## src/rtl/sint_block_avg_ashr.sv

```systemverilog
// Streaming signed block averager: sums blocks of 2**LOG2N signed samples and emits
// floor(sum / N) via an arithmetic shift, one WIDTH-bit result per block.
module sint_block_avg_ashr #(
    parameter int unsigned WIDTH = 8,
    parameter int unsigned LOG2N = 2
) (
    input  logic                    CLK,
    input  logic                    ASYNCRESETN,
    input  logic                    clear,
    input  logic                    I_valid,
    output logic                    I_ready,
    input  logic signed [WIDTH-1:0] I,
    output logic                    O_valid,
    input  logic                    O_ready,
    output logic signed [WIDTH-1:0] O
);

    localparam int unsigned ACC_W = WIDTH + LOG2N;
    localparam int unsigned N     = 1 << LOG2N;
    // Keep the counter at least one bit wide so LOG2N=0 still elaborates cleanly.
    localparam int unsigned CNT_W = (LOG2N > 0) ? LOG2N : 1;

    typedef enum logic [0:0] {
        StAccum,
        StHold
    } state_e;

    state_e                    state_q, state_d;
    logic signed [ACC_W-1:0]   acc_q, acc_d;
    logic        [CNT_W-1:0]   cnt_q, cnt_d;
    logic signed [WIDTH-1:0]   o_q, o_d;

    logic                      accept;
    logic                      last;
    logic signed [ACC_W-1:0]   sample_ext;
    logic signed [ACC_W-1:0]   sum;
    logic signed [ACC_W-1:0]   shifted;
    logic signed [WIDTH-1:0]   result;

    // Handshake signals; I_ready depends only on state and O_ready.
    always_comb begin
        I_ready = (state_q == StAccum) ? 1'b1 : O_ready;
        O_valid = (state_q == StHold);
        O       = o_q;
        accept  = I_valid & I_ready;
        if (LOG2N == 0) begin
            last = accept;
        end else begin
            last = accept & (cnt_q == CNT_W'(N - 1));
        end
    end

    // Widened sum and floor-divided result; the accumulator width makes both lossless.
    always_comb begin
        sample_ext = I;
        sum        = acc_q + sample_ext;
        shifted    = sum >>> LOG2N;
        result     = shifted[WIDTH-1:0];
    end

    // Next-state logic: clear has top priority and discards any handshake.
    always_comb begin
        state_d = state_q;
        acc_d   = acc_q;
        cnt_d   = cnt_q;
        o_d     = o_q;
        if (clear) begin
            state_d = StAccum;
            acc_d   = '0;
            cnt_d   = '0;
            o_d     = '0;
        end else begin
            unique case (state_q)
                StAccum: begin
                    if (last) begin
                        o_d     = result;
                        acc_d   = '0;
                        cnt_d   = '0;
                        state_d = StHold;
                    end else if (accept) begin
                        acc_d = sum;
                        cnt_d = cnt_q + CNT_W'(1);
                    end
                end
                StHold: begin
                    if (O_ready) begin
                        if (last) begin
                            // Only reachable with LOG2N=0: back-to-back results.
                            o_d = result;
                        end else if (accept) begin
                            acc_d   = sample_ext;
                            cnt_d   = CNT_W'(1);
                            state_d = StAccum;
                        end else begin
                            state_d = StAccum;
                        end
                    end
                end
                default: begin
                    state_d = StAccum;
                end
            endcase
        end
    end

    // State registers with asynchronous active-low reset.
    always_ff @(posedge CLK or negedge ASYNCRESETN) begin
        if (!ASYNCRESETN) begin
            state_q <= StAccum;
            acc_q   <= '0;
            cnt_q   <= '0;
            o_q     <= '0;
        end else begin
            state_q <= state_d;
            acc_q   <= acc_d;
            cnt_q   <= cnt_d;
            o_q     <= o_d;
        end
    end

endmodule

```

## config.mk

```make
export PLATFORM = sky130hd
export DESIGN_NAME = sint_block_avg_ashr
export DESIGN_NICKNAME = d
export VERILOG_FILES = /design/src/rtl/sint_block_avg_ashr.sv
export SDC_FILE = /design/constraint.sdc
export NUM_CORES = 1
export LEC_CHECK = 0
export ABC_AREA = 1
export CAP_MARGIN = 20
export CELL_PAD_IN_SITES_DETAIL_PLACEMENT = 2
export CELL_PAD_IN_SITES_GLOBAL_PLACEMENT = 2
export CORE_UTILIZATION = 27
export CTS_CLUSTER_DIAMETER = 120
export DETAILED_ROUTE_END_ITERATION = 6
export GPL_TIMING_DRIVEN = 0
export PLACE_DENSITY_LB_ADDON = 0.1
export SLEW_MARGIN = 20
export SYNTH_ARGS = -nofsm -noshare
export SYNTH_HDL_FRONTEND = slang
export SYNTH_SLANG_ARGS = --single-unit
```

## constraint.sdc

```tcl
create_clock -name CLK -period 1.65 [get_ports CLK]
set_input_delay 0.33 -clock CLK [delete_from_list [all_inputs] [get_ports CLK]]
set_output_delay 0.33 -clock CLK [all_outputs]
set_load 0.005 [all_outputs]
```

# Yosys cells after proc, flatten, opt, wreduce, memory -nomap -nowiden
# Index checks and enable logic that the tools add are counted.
dict set report op_classes {
  addsub 2
  mul 0
  div_mod_pow 0
  n_lt_le_gt_ge 0
  n_eq_ne 5
  n_shift 0
  muxes 23
  bitwise_logic 3
  reduce_logical 1
}
# cell count
set ops {}
lappend ops {{2-to-1 mux 10 bit} 6}
lappend ops {{2-to-1 mux 8 bit} 3}
lappend ops {{case mux 10 bit (2 select lines)} 1}
lappend ops {{case mux 8 bit (2 select lines)} 1}
lappend ops {{2-to-1 mux 2 bit} 6}
lappend ops {{adder 10 x 8 -> 10 bit} 1}
lappend ops {{!= test 3 bit (second input constant)} 2}
lappend ops {{2-to-1 mux 1 bit} 4}
lappend ops {{!= test 4 bit (second input constant)} 1}
lappend ops {{case mux 2 bit (2 select lines)} 1}
lappend ops {{AND reduction 4 bit} 1}
lappend ops {{!= test 3 x 2 -> 1 bit (second input constant)} 1}
lappend ops {{adder 2 x 1 -> 2 bit (second input constant)} 1}
lappend ops {{AND 1 bit} 2}
lappend ops {{== test 2 bit (second input constant)} 1}
lappend ops {{case mux 1 bit (2 select lines)} 1}
lappend ops {{NOT 1 bit} 1}
dict set report word_totals {
  ff_bits 21
  latch_bits 0
  ram_bits 0
  romBits 0
  input_bits 13
  output_inout_bits 10
  wordCells 38
  mem_count 0
}

# Depth between registers and ports, before layout
# Gate-level depths: netlist (run 1).
dict set report logic_depth {
  ltp_word 7
  mapped_depth 12
  depth_no_buf 12
}

# Worst setup path before layout (run 1)
# Ideal clock, no wire load.
dict set report synth_path {
  path_kind {flip-flop to flip-flop}
  start {register acc_q[0]}
  end {register acc_q[6]}
  arrival_time_ns 1.619
  required_time_ns 1.573
  slack_ns -0.047
  path_stages_with_launch 11
  path_buffers 0
  period_less_slack_ns 1.697
  path_cell_list {dfrtp_1 > ha_1 > inv_1 > fa_1 > nand3b_1 > nand2_1 > nand2_1 > nand2_1 > xor2_1 > nand2_1 > a21oi_1}
}
dict set report synth_via {
  elab_chain_len 5
}
# item line_no
set synth_lines {}
lappend synth_lines {{start, declared} 29} ;# logic signed [ACC_W-1:0] acc_q, acc_d;
lappend synth_lines {{start signal, assigned} 110} ;# acc_q <= '0;
lappend synth_lines {{start signal, assigned} 115} ;# acc_q <= acc_d;
lappend synth_lines {{adder 10 x 8 -> 10 bit} 56} ;# sum = acc_q + sample_ext;
lappend synth_lines {{2-to-1 mux 10 bit} 80} ;# end else if (accept) begin
lappend synth_lines {{2-to-1 mux 10 bit} 75} ;# if (last) begin
lappend synth_lines {{case mux 10 bit (2 select lines)} 73} ;# unique case (state_q)
lappend synth_lines {{2-to-1 mux 10 bit} 67} ;# if (clear) begin
# No other way between the ends. The select of a mux whose other input is x is not followed.
# A chain may end at the register's enable or synchronous reset.

# Worst setup path in the final report (run 1)
dict set report layout_path {
  start {register acc_q[0]}
  end {register o_q[4] (netlist: O[4])}
}
dict set report layout_via {
  elab_chain_len 5
}
# item line_no
set layout_lines {}
lappend layout_lines {{adder 10 x 8 -> 10 bit (*)} 56}
lappend layout_lines {{2-to-1 mux 8 bit (*)} {75, 87}}
lappend layout_lines {{2-to-1 mux 8 bit} 86} ;# if (O_ready) begin
lappend layout_lines {{case mux 8 bit (2 select lines) (*)} 73}
lappend layout_lines {{2-to-1 mux 8 bit (*)} 67}
lappend layout_lines {{end signal, assigned} 112} ;# o_q <= '0;
lappend layout_lines {{end signal, assigned} 117} ;# o_q <= o_d;
lappend layout_lines {{end, declared} 31} ;# logic signed [WIDTH-1:0] o_q, o_d;
# Every way passes the cells marked *; elsewhere a longest branch is shown, timed or not. The select of a mux whose other input is x is not followed.

==> results.txt, run 1 <==
The run finished, with violations left. The checks that failed: negative setup slack. By count the netlist is led by sky130_fd_sc_hd__nand2_1 (64), sky130_fd_sc_hd__dfrtp_1 (21), sky130_fd_sc_hd__nand3_1 (21), sky130_fd_sc_hd__a21oi_1 (18), sky130_fd_sc_hd__inv_1 (18). The element type at the critical path end was a register.

A synthesized cell averages 7.35 sq um. Counting the fill cells in the layout gives 614. Placer congestion estimate: 0.743. Part of the power in registers: 0.308. The tools report the startpoint type of the worst setup path as a register.

The synthesized netlist occupies a cell area of 1420 sq um. In the final routed layout, each cell accounts on average for 16.4 microns. The count of buffers added on input and output ports is 22. Cell type with the highest aggregate area in the netlist: sky130_fd_sc_hd__dfrtp_1. Counting I/O delays and the setup requirement, the final critical path takes 1.81 ns. In this run the power density over the cells is 1070 nW/um^2.

For the count of final hold-check violations, the log shows 0. For this design the total switching power over the nets is 0.897 mW. The run gives 1 as the H-tree level count.

Synthesis produced a netlist with a net count of 217. The die is 74.5 microns tall. The area fraction of the dominant cell type after synthesis is 0.371, and the number of antenna violations at the first check in global routing is 0. With fillers left out, the area of the finished cells amounts to 2050 sq um. The die covers 5540 sq um. From synthesis to final layout, the design area changed by 44.3%. In the routed design, unresolved DRC markers number 0.

The number of antenna cells inserted is 0, and the number of synthesized flops with an enable pin is 0. The maximum number of pins on one net before global-route repair is 22. The tools report the worst-case setup margin in the final layout as -0.162 ns. The placeable core region came out at 5070 sq um. In this run the horizontal extent of the chip is 74.5 microns. The count of nets left with antenna violations once routing finished came out at 0. The total clock sinks is 21, and the internal power is 1.29 mW.

The max-slew headroom at the worst pin was 0.646; the share of layout cells above drive strength 1 was 0.268. The cell leakage power was 1.00 nW; the required time of the worst setup path was 1.87 ns. The logs give 4 for the first-pass detailed-route iteration total and 0.173 for the clock power share. After detailed routing, the number of vias per cell comes to 4.76. The largest fanout on the critical path works out to 3. In the post-synthesis netlist, the cell with the most instances is sky130_fd_sc_hd__nand2_1.

In the post-synthesis netlist, the biggest area contributors are sky130_fd_sc_hd__dfrtp_1 (37%), sky130_fd_sc_hd__nand2_1 (17%), sky130_fd_sc_hd__ha_1 (8.8%). Setup total negative slack on the finished layout was measured at -0.713 ns. The share of flip-flops with an asynchronous set or reset after synthesis works out to 1.00.

The top-level I/O count is 23, and the peak per-stage delay on the critical path is 0.36 ns. STA puts the critical path data arrival time at 2.03 ns. The worst-case IR drop observed on VDD is 0.000357 V.

By startpoint and endpoint, the worst setup path is classified as reg2reg. The tools report the share of the yosys chip area belonging to registers as 0.371. TritonCTS built the clock tree. The count of hold-fix buffers inserted at cts is 0, and the clock-pin transition on the worst setup and hold timing paths is 0.09 ns.

The root cell of the clock tree is sky130_fd_sc_hd__clkbuf_8. The first global-routing pass estimated 7750 microns of wire. Synthesis produced a netlist whose cell count is 193. The routed wire length came out at 4920 microns.

For this run, the number of Yosys warnings is 0. Setup repair after global routing could not meet its margin everywhere. The worst register-to-register path ends at O[4]. Max-cap violations in this run came to 0.

The setup check on the worst reg-to-reg path leaves a slack of -0.16 ns. The cell that appears most often on the critical path is sky130_fd_sc_hd__nand2_2. The net switching fraction of the power came out at 0.411. In this run the critical register-to-register path is launched from acc_q[0]. The final worst-path cycle share was 1.10. For the final database, setup skew stands at 0.00277 ns.

Counting cells, the worst reg-to-reg path comes to 11. The critical path goes through ha_2, inv_2, fa_2, nand3b_1, nand2_2, nand2_2, nand2_2, xor2_2, buf_4, nand2_2, nand2_1. The tools report the combinational share of power as 0.519. The worst hold path belongs to the class in2async. In the final design database the tool counted 256 nets. In the synthesized netlist the dominant register cell turns out to be sky130_fd_sc_hd__dfrtp_1. Counting flops and latches in the post-synthesis netlist gives 21. The run gives 6 as the final number of setup-violating endpoints.

The logs give 0.189 for the total global-route track usage and 0 for the max-slew violation count. Counting the buffers created by CTS gives 3. The count of vias placed by the detailed router was 1,432. The post-place instance area came out at 1730 sq um. The cell at the slowest stage of the critical path was sky130_fd_sc_hd__dfrtp_1. The via count of the first global-routing pass is 1,562, and the maximum operating frequency is 552 MHz. After the first detailed-routing iteration, the DRC count stood at 31. The detailed placer's ending HPWL came out at 3480 microns. The initialized floorplan defines 26 standard-cell rows. The transition at the pin with the smallest max-transition slack was 0.531 ns; the deepest clock path buffer count was 2. The logs give 0.27 ns for the clock latency reported for the late side of the worst-skew pair and 0 for the remaining global-route overflow. The worst hold slack after final layout is 0.0233 ns. The post-synthesis cell type count is 23. The initial cell density of the core is 0.279.
state kept, by name, summed over array words and instances (netlist names):
| name | flops |
|---|---|
| O | 8 |
| O_valid | 1 |
| acc_q | 10 |
| cnt_q | 2 |
how the worst max path moves through the flow:
stage / slack, ns / cells after the start / end / from
global placement: -0.71 / 11 / acc_q[6] / I[0]
CTS: -0.26 / 10 / acc_q[6] / acc_q[0]
detailed placement: -0.75 / 11 / acc_q[6] / I[0]
floorplan: 0.009 / 10 / acc_q[6] / acc_q[0]
finish: -0.16 / 11 / O[4] / acc_q[0]
global route: -0.29 / 10 / acc_q[6] / acc_q[0]
cells in the final DEF (no fill, tap or decap), types with 2 or more instances in the layout:
cell,instances
sky130_fd_sc_hd__clkbuf_8,3
sky130_fd_sc_hd__nand3_1,18
sky130_fd_sc_hd__nand3_2,3
sky130_fd_sc_hd__dfrtp_1,20
sky130_fd_sc_hd__nand2_1,56
sky130_fd_sc_hd__inv_1,17
sky130_fd_sc_hd__clkdlybuf4s50_1,12
sky130_fd_sc_hd__a21oi_1,12
sky130_fd_sc_hd__inv_2,2
sky130_fd_sc_hd__a21oi_2,5
sky130_fd_sc_hd__xor2_1,2
sky130_fd_sc_hd__nand2_2,9
sky130_fd_sc_hd__nor2_2,5
sky130_fd_sc_hd__nor2_1,12
sky130_fd_sc_hd__ha_4,7
sky130_fd_sc_hd__o21ai_0,2
sky130_fd_sc_hd__nand3b_1,3
sky130_fd_sc_hd__ha_1,2
sky130_fd_sc_hd__buf_4,12
sky130_fd_sc_hd__buf_2,2
sky130_fd_sc_hd__dlygate4sd2_1,9
cell type report:
class                           instances  area (sq um)  area share
Inverter                               19          71.3      0.0349
Multi-Input combinational cell        150           996       0.487
Sequential cell                        21           527       0.257
Clock inverter                          1          5.00     0.00245
Tap cell                               70          87.6      0.0428
Buffer                                  3          23.8      0.0116
Clock buffer                            3          41.3      0.0202
Timing Repair Buffer                   34           294       0.144
power groups by stage:
stage / clock, mW / sequential (mW) / combinational, mW
finish: 0.378 / 0.672 / 1.13
global route: 0.410 / 0.682 / 1.27
CTS: 0.398 / 0.667 / 0.955
detailed placement: 0 / 0.661 / 0.819
global placement: 0 / 0.656 / 0.785
floorplan: 0 / 0.648 / 0.567
layer usage:
layer  up-vias  global-route usage  part of all wire
li1        703                   -                 -
met1       706               0.245              0.46
met2        16               0.335              0.51
met3         7              0.0244             0.015
met4         0              0.0377             0.011
met5         -                   0                 0
cell families after synthesis:
logic type | after synthesis | synth area share
flops | 21 | 0.371
simple gates | 110 | 0.336
buf+inv | 22 | 0.0653
fa+ha+maj | 11 | 0.102
xor+xnor | 5 | 0.0309
compound gates | 24 | 0.0944
critical path, delay by kind of cell (launching register included):
family        cells  cell delay (ns)
simple gates      6             0.54
fa+ha+maj         2             0.52
flops             1             0.36
buf+inv           2             0.18
xor+xnor          1             0.16
what timing repair did:
action,4_1_cts,5_1_grt
setup endpoints to repair,16,14
setup buffers,4,8
gates resized for setup,24,22
pin swaps,9,11
per-stage QoR:
| step | util | cells | setup slack (ns) | power [mW] |
|---|---|---|---|---|
| CTS | 0.373 | 293 | -0.262 | 2.02 |
| finish | 0.403 | 301 | -0.162 | 2.18 |
| global placement | 0.340 | 285 | -0.710 | 1.44 |
| global route | 0.403 | 301 | -0.290 | 2.36 |
| detailed placement | 0.340 | 285 | -0.754 | 1.48 |
| floorplan | - | 193 | 0.00856 | 1.21 |
(Power assumes the default switching activity.)
==> run 2: changes to the inputs <==
==> constraint.sdc (replaced) <==
create_clock -name CLK -period 1.65 [get_ports CLK]
set_input_delay 0.4125 -clock CLK [delete_from_list [all_inputs] [get_ports CLK]]
set_output_delay 0.4125 -clock CLK [all_outputs]
set_load 0.005 [all_outputs]
==> results.txt, run 2 (synthesis results as in run 1) <==
The flow ran to the end, but the final reports show violations. The final reports fail on negative setup slack. The run gives 0 (unchanged) as the number of antenna cells inserted.

The logs give 0.27 ns (about the same) for the clock latency reported for the late side of the worst-skew pair and 21 (unchanged) for the total clock sinks. Detailed placer's ending HPWL: 3500 microns (+0.53%). The tools report the initial cell density of the core as 0.279 (unchanged). The non-filler instance count after layout was 304 (+1.0%). The number of nets with antenna violations after routing was 0 (unchanged).

Height of the die: 74.5 microns (unchanged). For the number of max-cap violations, the log shows 0 (unchanged). The most frequent standard cell in the layout excluding fill and tap cells was sky130_fd_sc_hd__nand2_1. The count of hold-fix buffers inserted at cts is 0 (unchanged).

The wire length of the first global-routing pass is 7870 microns (+1.6%). The full die area is 5540 sq um (unchanged). Largest register by flop count: acc_q. The tools report the required time of the worst setup path as 1.82 ns (-0.05 ns). For the routed wire length, the log shows 5030 microns (+2.2%). The die span in x is 74.5 microns (unchanged). The worst min-delay path class is in2async. For the maximum operating frequency, the log shows 536 MHz (-2.8%).

The final worst-path cycle share is 1.13 (+0.0318). The tools report the final number of setup-violating endpoints as 6 (unchanged). Setup repair after global routing could not meet its margin everywhere. The transition at the pin with the smallest max-transition slack is 0.537 ns (+0.00539 ns), and the cell leakage power is 1.04 nW (+3.4%).

The max-slew violation count was 0 (unchanged); the number of flip-flops under the largest register name was 10 (unchanged). The tools report the final instance area as 2070 sq um (+1.4%). The post-layout minimum cycle time is 1.86 ns (+0.0525 ns), and the remaining routing DRC violations is 0 (unchanged).

For the net count reported at finish, the log shows 259 (+1.2%). Power density over cell area: 1080 nW/um^2 (+1.5%). The tools report the H-tree level count as 1 (unchanged). The worst-case setup margin in the final layout was -0.214 ns (-0.0525 ns). The library cells used most frequently in the layout, excluding fill and tap cells, are sky130_fd_sc_hd__nand2_1 (57), sky130_fd_sc_hd__dfrtp_1 (20), sky130_fd_sc_hd__nand3_1 (19). The setup clock skew after layout came out at 0.00413 ns (+0.00136 ns). The mean number of vias per cell was 4.78 (+0.40%). The clock-pin transition on the worst setup and hold timing paths works out to 0.09 ns (about the same). For the number of buffers added by the clock tree synthesis step, the log shows 3 (unchanged).

The count of vias placed by the detailed router was 1,452 (+1.4%); the top-level I/O count was 23 (unchanged). The number of port buffers is 22 (unchanged), and the worst setup timing slack at the placement stage is -0.864 ns (-0.110 ns). The run gives 0 (unchanged) as the remaining global-route overflow. The root cell of the clock tree is sky130_fd_sc_hd__clkbuf_8. The largest fanout on the critical path was 3 (unchanged); the layout-stage area growth over the synthesis result was 46.3%. The critical path is of the reg2reg type. The worst setup path is captured at a register.

The logs give 5070 sq um (unchanged) for the placeable core region and 23 (-26%) for the number of DRC violations after detailed-routing iteration 0. The tools report the startpoint type of the worst setup path as a register. The count of final hold-check violations was 0 (unchanged). The run gives 0.642 (-0.00359) as the max-slew headroom at the worst pin. The via count of the first global-routing pass came out at 1,604 (+2.7%).

Share of layout cells above drive strength 1: 0.265 (-0.00344). The logs give 22 (unchanged) for the maximum number of pins on one net before global-route repair and 2.25 mW (+2.9%) for the total power. The data arrival time of the critical path came out at 2.04 ns (about the same). The number of placement rows is 26 (unchanged). The average wire per cell in the routed design was 16.6 microns (+1.2%). TritonCTS built the clock tree. The placer congestion estimate was 0.757 (+1.9%); the peak ir drop on the vdd network was 0.000361 V (+1.2%).

The post-place instance area was 1740 sq um (+0.72%); the number of placed instances with taps included was 285 (unchanged). The total global-route track usage was 0.192 (+0.00271). For the number of antenna violations at the first check in global routing, the log shows 0 (unchanged). The run gives 3 (-1) as the first-pass detailed-route iteration total. Deepest clock path buffer count: 2 (unchanged).
run 2: area by class of cell:
type | count | area [sq um]
Sequential cell | 21 | 527
Clock inverter | 1 | 5.00
Timing Repair Buffer | 37 | 319
Inverter | 19 | 73.8
Fill cell | 592 | 3000
Clock buffer | 3 | 41.3
Tap cell | 70 | 87.6
Multi-Input combinational cell | 150 | 995
Buffer | 3 | 26.3
run 2: metrics by stage:
stage / hold WS, ns / setup TNS [ns] / util
detailed placement: 0.492 / -13.21 / 0.343
floorplan: 0.117 / -0.0837 / -
global placement: 0.477 / -11.86 / 0.343
CTS: 0.515 / -1.02 / 0.384
global route: 0.134 / -1.84 / 0.409
finish: 0.112 / -0.985 / 0.409
run 2: metal layers:
metal	wire, microns	GRT usage	up-vias
met5	0	0	-
met4	56	0.0503	0
met3	62	0.0203	5
met2	2690	0.356	13
met1	2220	0.233	730
li1	-	-	704
run 2: critical path, stage by stage (launching register included):
cell                       delay, ns
sky130_fd_sc_hd__dfrtp_1        0.39
sky130_fd_sc_hd__ha_4           0.16
sky130_fd_sc_hd__inv_4          0.03
sky130_fd_sc_hd__fa_2           0.33
sky130_fd_sc_hd__nand3b_1       0.20
sky130_fd_sc_hd__nand2_2        0.11
sky130_fd_sc_hd__nand3_1        0.13
sky130_fd_sc_hd__nand2_1        0.10
sky130_fd_sc_hd__nand2_1        0.09
sky130_fd_sc_hd__nand3_2        0.08
sky130_fd_sc_hd__nand2_1        0.05
sky130_fd_sc_hd__nand2_1        0.06
sky130_fd_sc_hd__nand2_1        0.04
run 2: worst paths after layout:
kind	to	slack, ns	cells past startpoint	start
worst max-delay path	acc_q[8]	-0.21	12	acc_q[0]
worst min-delay path	acc_q[6]	0.11	1	ASYNCRESETN
worst max register to register	acc_q[8]	-0.21	12	acc_q[0]
worst min register to register	cnt_q[1]	0.51	2	cnt_q[1]
max in group asynchronous	O_valid	1.15	1	ASYNCRESETN
min in group CLK	cnt_q[1]	0.51	2	cnt_q[1]
run 2: repair_timing:
action | CTS | global route
endpoints found under the setup margin | 20 | 19
buffers inserted | 7 | 8
resized for setup | 28 | 22
cloned | 0 | 0
pin swaps | 10 | 11
run 2: power by group:
group | switching [mW] | internal [mW] | leakage, nW
logic | 0.623 | 0.578 | 0.735
clock network | 0.199 | 0.169 | 0.0255
registers | 0.0786 | 0.598 | 0.275
total | 0.901 | 1.35 | 1.04
==> run 3: changes to the inputs <==
--- a/constraint.sdc
+++ b/constraint.sdc
@@ -3,2 +3,2 @@
 set_output_delay 0.4125 -clock CLK [all_outputs]
-set_load 0.005 [all_outputs]
+set_load 0.01 [all_outputs]
==> results.txt, run 3 (synthesis results as in run 1) <==
The tools report the number of DRC violations after detailed-routing iteration 0 as 24 (+4.3%). The H-tree level count was 1 (unchanged). Setup repair after global routing could not meet its margin everywhere.

Remaining routing DRC violations: 0 (unchanged). The logs give 1,469 (+1.2%) for the count of vias placed by the detailed router and 7 (+1) for the final number of setup-violating endpoints. The worst setup timing slack at the placement stage came out at -0.864 ns (unchanged). The checks that failed: negative setup slack. The number of antenna violations at the first check in global routing came out at 0 (unchanged).

The cell sitting at the root of the clock tree is a sky130_fd_sc_hd__clkbuf_8. The number of max-cap violations was 0 (unchanged). The mean number of vias per cell is 4.80 (+0.51%), and the clock power share is 0.164 (about the same). Ranked by flip-flop count, first place goes to acc_q. The wire length of the first global-routing pass was 7890 microns (+0.18%); the worst hold slack after final layout was 0.110 ns (-0.00147 ns).

The top cell types in the final layout, fill and taps aside, are sky130_fd_sc_hd__nand2_1 (57), sky130_fd_sc_hd__dfrtp_1 (21), sky130_fd_sc_hd__buf_4 (19), sky130_fd_sc_hd__nand3_1 (19), sky130_fd_sc_hd__inv_1 (16). The tools report the placer congestion estimate as 0.757 (unchanged). The worst setup path is captured at a register. The remaining global-route overflow was 0 (unchanged). The tools report the number of antenna cells inserted as 0 (unchanged).

The run gives 0.907 mW (+0.76%) as the net switching power of the design. The cell that appears most often on the critical path is sky130_fd_sc_hd__nand2_1. The number of port buffers came out at 22 (unchanged). The clock latency reported for the late side of the worst-skew pair is 0.27 ns (about the same). Compared with the post-synthesis result, the final layout area differs by 47.0%. The top-level I/O count was 23 (unchanged); the max-slew headroom at the worst pin was 0.644 (+0.00213). The tools report the cell leakage power as 1.04 nW (+0.50%).

The run gives 3 (unchanged) as the number of buffers added by the clock tree synthesis step. The worst register-to-register path ends at acc_q[8]. The clock-pin transition on the worst setup and hold timing paths was 0.09 ns (about the same). For the setup clock skew after layout, the log shows 0.00311 ns (-0.00102 ns). Initial cell density of the core: 0.279 (unchanged). Full die area: 5540 sq um (unchanged). The logs give 26 (unchanged) for the number of placement rows and -0.21 ns (about the same) for the setup slack of the worst register-to-register path.

The run finished, with violations left. The power density over cell area came out at 1080 nW/um^2 (about the same). The maximum number of pins on one net before global-route repair was 22 (unchanged); the detailed placer's ending HPWL was 3500 microns (unchanged). The tools report the count of fill cells added during filler insertion as 592 (unchanged). For the total power, the log shows 2.26 mW (+0.43%). For the first-pass detailed-route iteration total, the log shows 3 (unchanged). TritonCTS built the clock tree. The height of the die came out at 74.5 microns (unchanged). The aggregate negative setup slack came out at -1.14 ns (-0.159 ns). The final worst-path cycle share works out to 1.13 (about the same). Required time of the worst setup path: 1.82 ns (about the same). The via count of the first global-routing pass was 1,610 (+0.37%).

The total clock sinks is 21 (unchanged). The net count reported at finish came out at 261 (+0.77%). The peak per-stage delay on the critical path came out at 0.39 ns (about the same). The transition at the pin with the smallest max-transition slack works out to 0.533 ns (-0.00320 ns). The cell at the slowest stage of the critical path is sky130_fd_sc_hd__dfrtp_1. The count of final hold-check violations is 0 (unchanged).

The worst-case setup margin in the final layout came out at -0.214 ns (+0.000216 ns). The tools report the routed wire length as 5040 microns (about the same). The library cell used most frequently in the layout, excluding fill and tap cells, is sky130_fd_sc_hd__nand2_1. Data arrival time of the critical path: 2.04 ns (about the same). The number of flip-flops under the largest register name is 10 (unchanged). The final design utilization was 0.411 (+0.00197); the count of hold-fix buffers inserted at cts was 0 (unchanged).

The net switching fraction of the power is 0.402 (+0.00133). The number of nets with antenna violations after routing was 0 (unchanged). The share of layout cells above drive strength 1 was 0.267 (+0.00199); the average wire per cell in the routed design was 16.5 microns (-0.55%). The run gives 536 MHz (about the same) as the maximum operating frequency. The tools report the peak ir drop on the vdd network as 0.000362 V (+0.18%). The run gives 0 (unchanged) as the max-slew violation count. The classification of the worst setup path was reg2reg. The part of the power in registers is 0.300 (about the same). The path class of the tightest hold or removal check is in2async. The path depth of the worst reg2reg path works out to 12 (unchanged).

Destination of the critical timing path: acc_q[8]. Largest fanout on the critical path: 3 (unchanged). In this run the critical register-to-register path is launched from acc_q[0]. For the deepest clock path buffer count, the log shows 2 (unchanged). The internal power was 1.35 mW (+0.21%). Launch point of the worst path: acc_q[0]. The signal on the critical path passes through ha_4, inv_4, fa_2, nand3b_1, nand2_2, nand3_1, nand2_1, nand2_1, nand3_2, nand2_1, nand2_1, nand2_1. The post-layout minimum cycle time is 1.86 ns (-0.000216 ns).

The placeable core region came out at 5070 sq um (unchanged). The combinational share of power came out at 0.536 (about the same). STA classifies the critical path startpoint as a register. Total global-route track usage: 0.192 (+0.000283). The die span in x is 74.5 microns (unchanged).
run 3: critical path: cells and delay by family (launching register included):
kind                       cells  cell delay [ns]
adders and majority gates      2             0.49
DFF                            1             0.39
and+or+nand+nor                9             0.85
buffers and inverters          1             0.03
run 3: metal layers:
metal | GRT usage | routed length, microns
met5 | 0 | 0
met4 | 0.0503 | 56
met3 | 0.0203 | 68
met2 | 0.356 | 2720
met1 | 0.234 | 2190
run 3: through the flow:
stage | cells | area, sq um
2_1_floorplan | 193 | 1430
3_3_place_gp | 285 | 1740
3_5_place_dp | 285 | 1740
4_1_cts | 296 | 1950
5_1_grt | 306 | 2080
6_report | 306 | 2080
run 3: final cells by class:
type / instances / area [sq um] / share of cell area
inverter: 19 / 73.8 / 0.0354
multi-input combinational: 150 / 991 / 0.475
sequential: 21 / 526 / 0.252
tap: 70 / 87.6 / 0.0420
buffer: 3 / 26.3 / 0.0126
timing repair buffer: 39 / 334 / 0.160
clock buffer: 3 / 41.3 / 0.0198
clock inverter: 1 / 5.00 / 0.00240
run 3: how the worst min path moves through the flow:
stage	startpoint	end
4_1_cts	cnt_q[1]	cnt_q[1]
3_3_place_gp	cnt_q[1]	cnt_q[1]
6_report	ASYNCRESETN	O[5]
5_1_grt	ASYNCRESETN	acc_q[5]
2_1_floorplan	ASYNCRESETN	O[0]
3_5_place_dp	cnt_q[1]	cnt_q[1]
run 3: timing repair:
| item | CTS | global route |
|---|---|---|
| buffers inserted | 7 | 10 |
| resized for setup | 29 | 20 |
| setup endpoints to repair | 20 | 21 |
| pin swaps | 10 | 13 |
run 3: power groups by stage:
stage	registers [mW]	clock network, mW	logic, mW
final	0.677	0.370	1.21
after global routing	0.689	0.407	1.34
after CTS	0.678	0.390	1.01
after detailed placement	0.666	0	0.834
after global placement	0.658	0	0.794
after floorplan	0.655	0	0.570
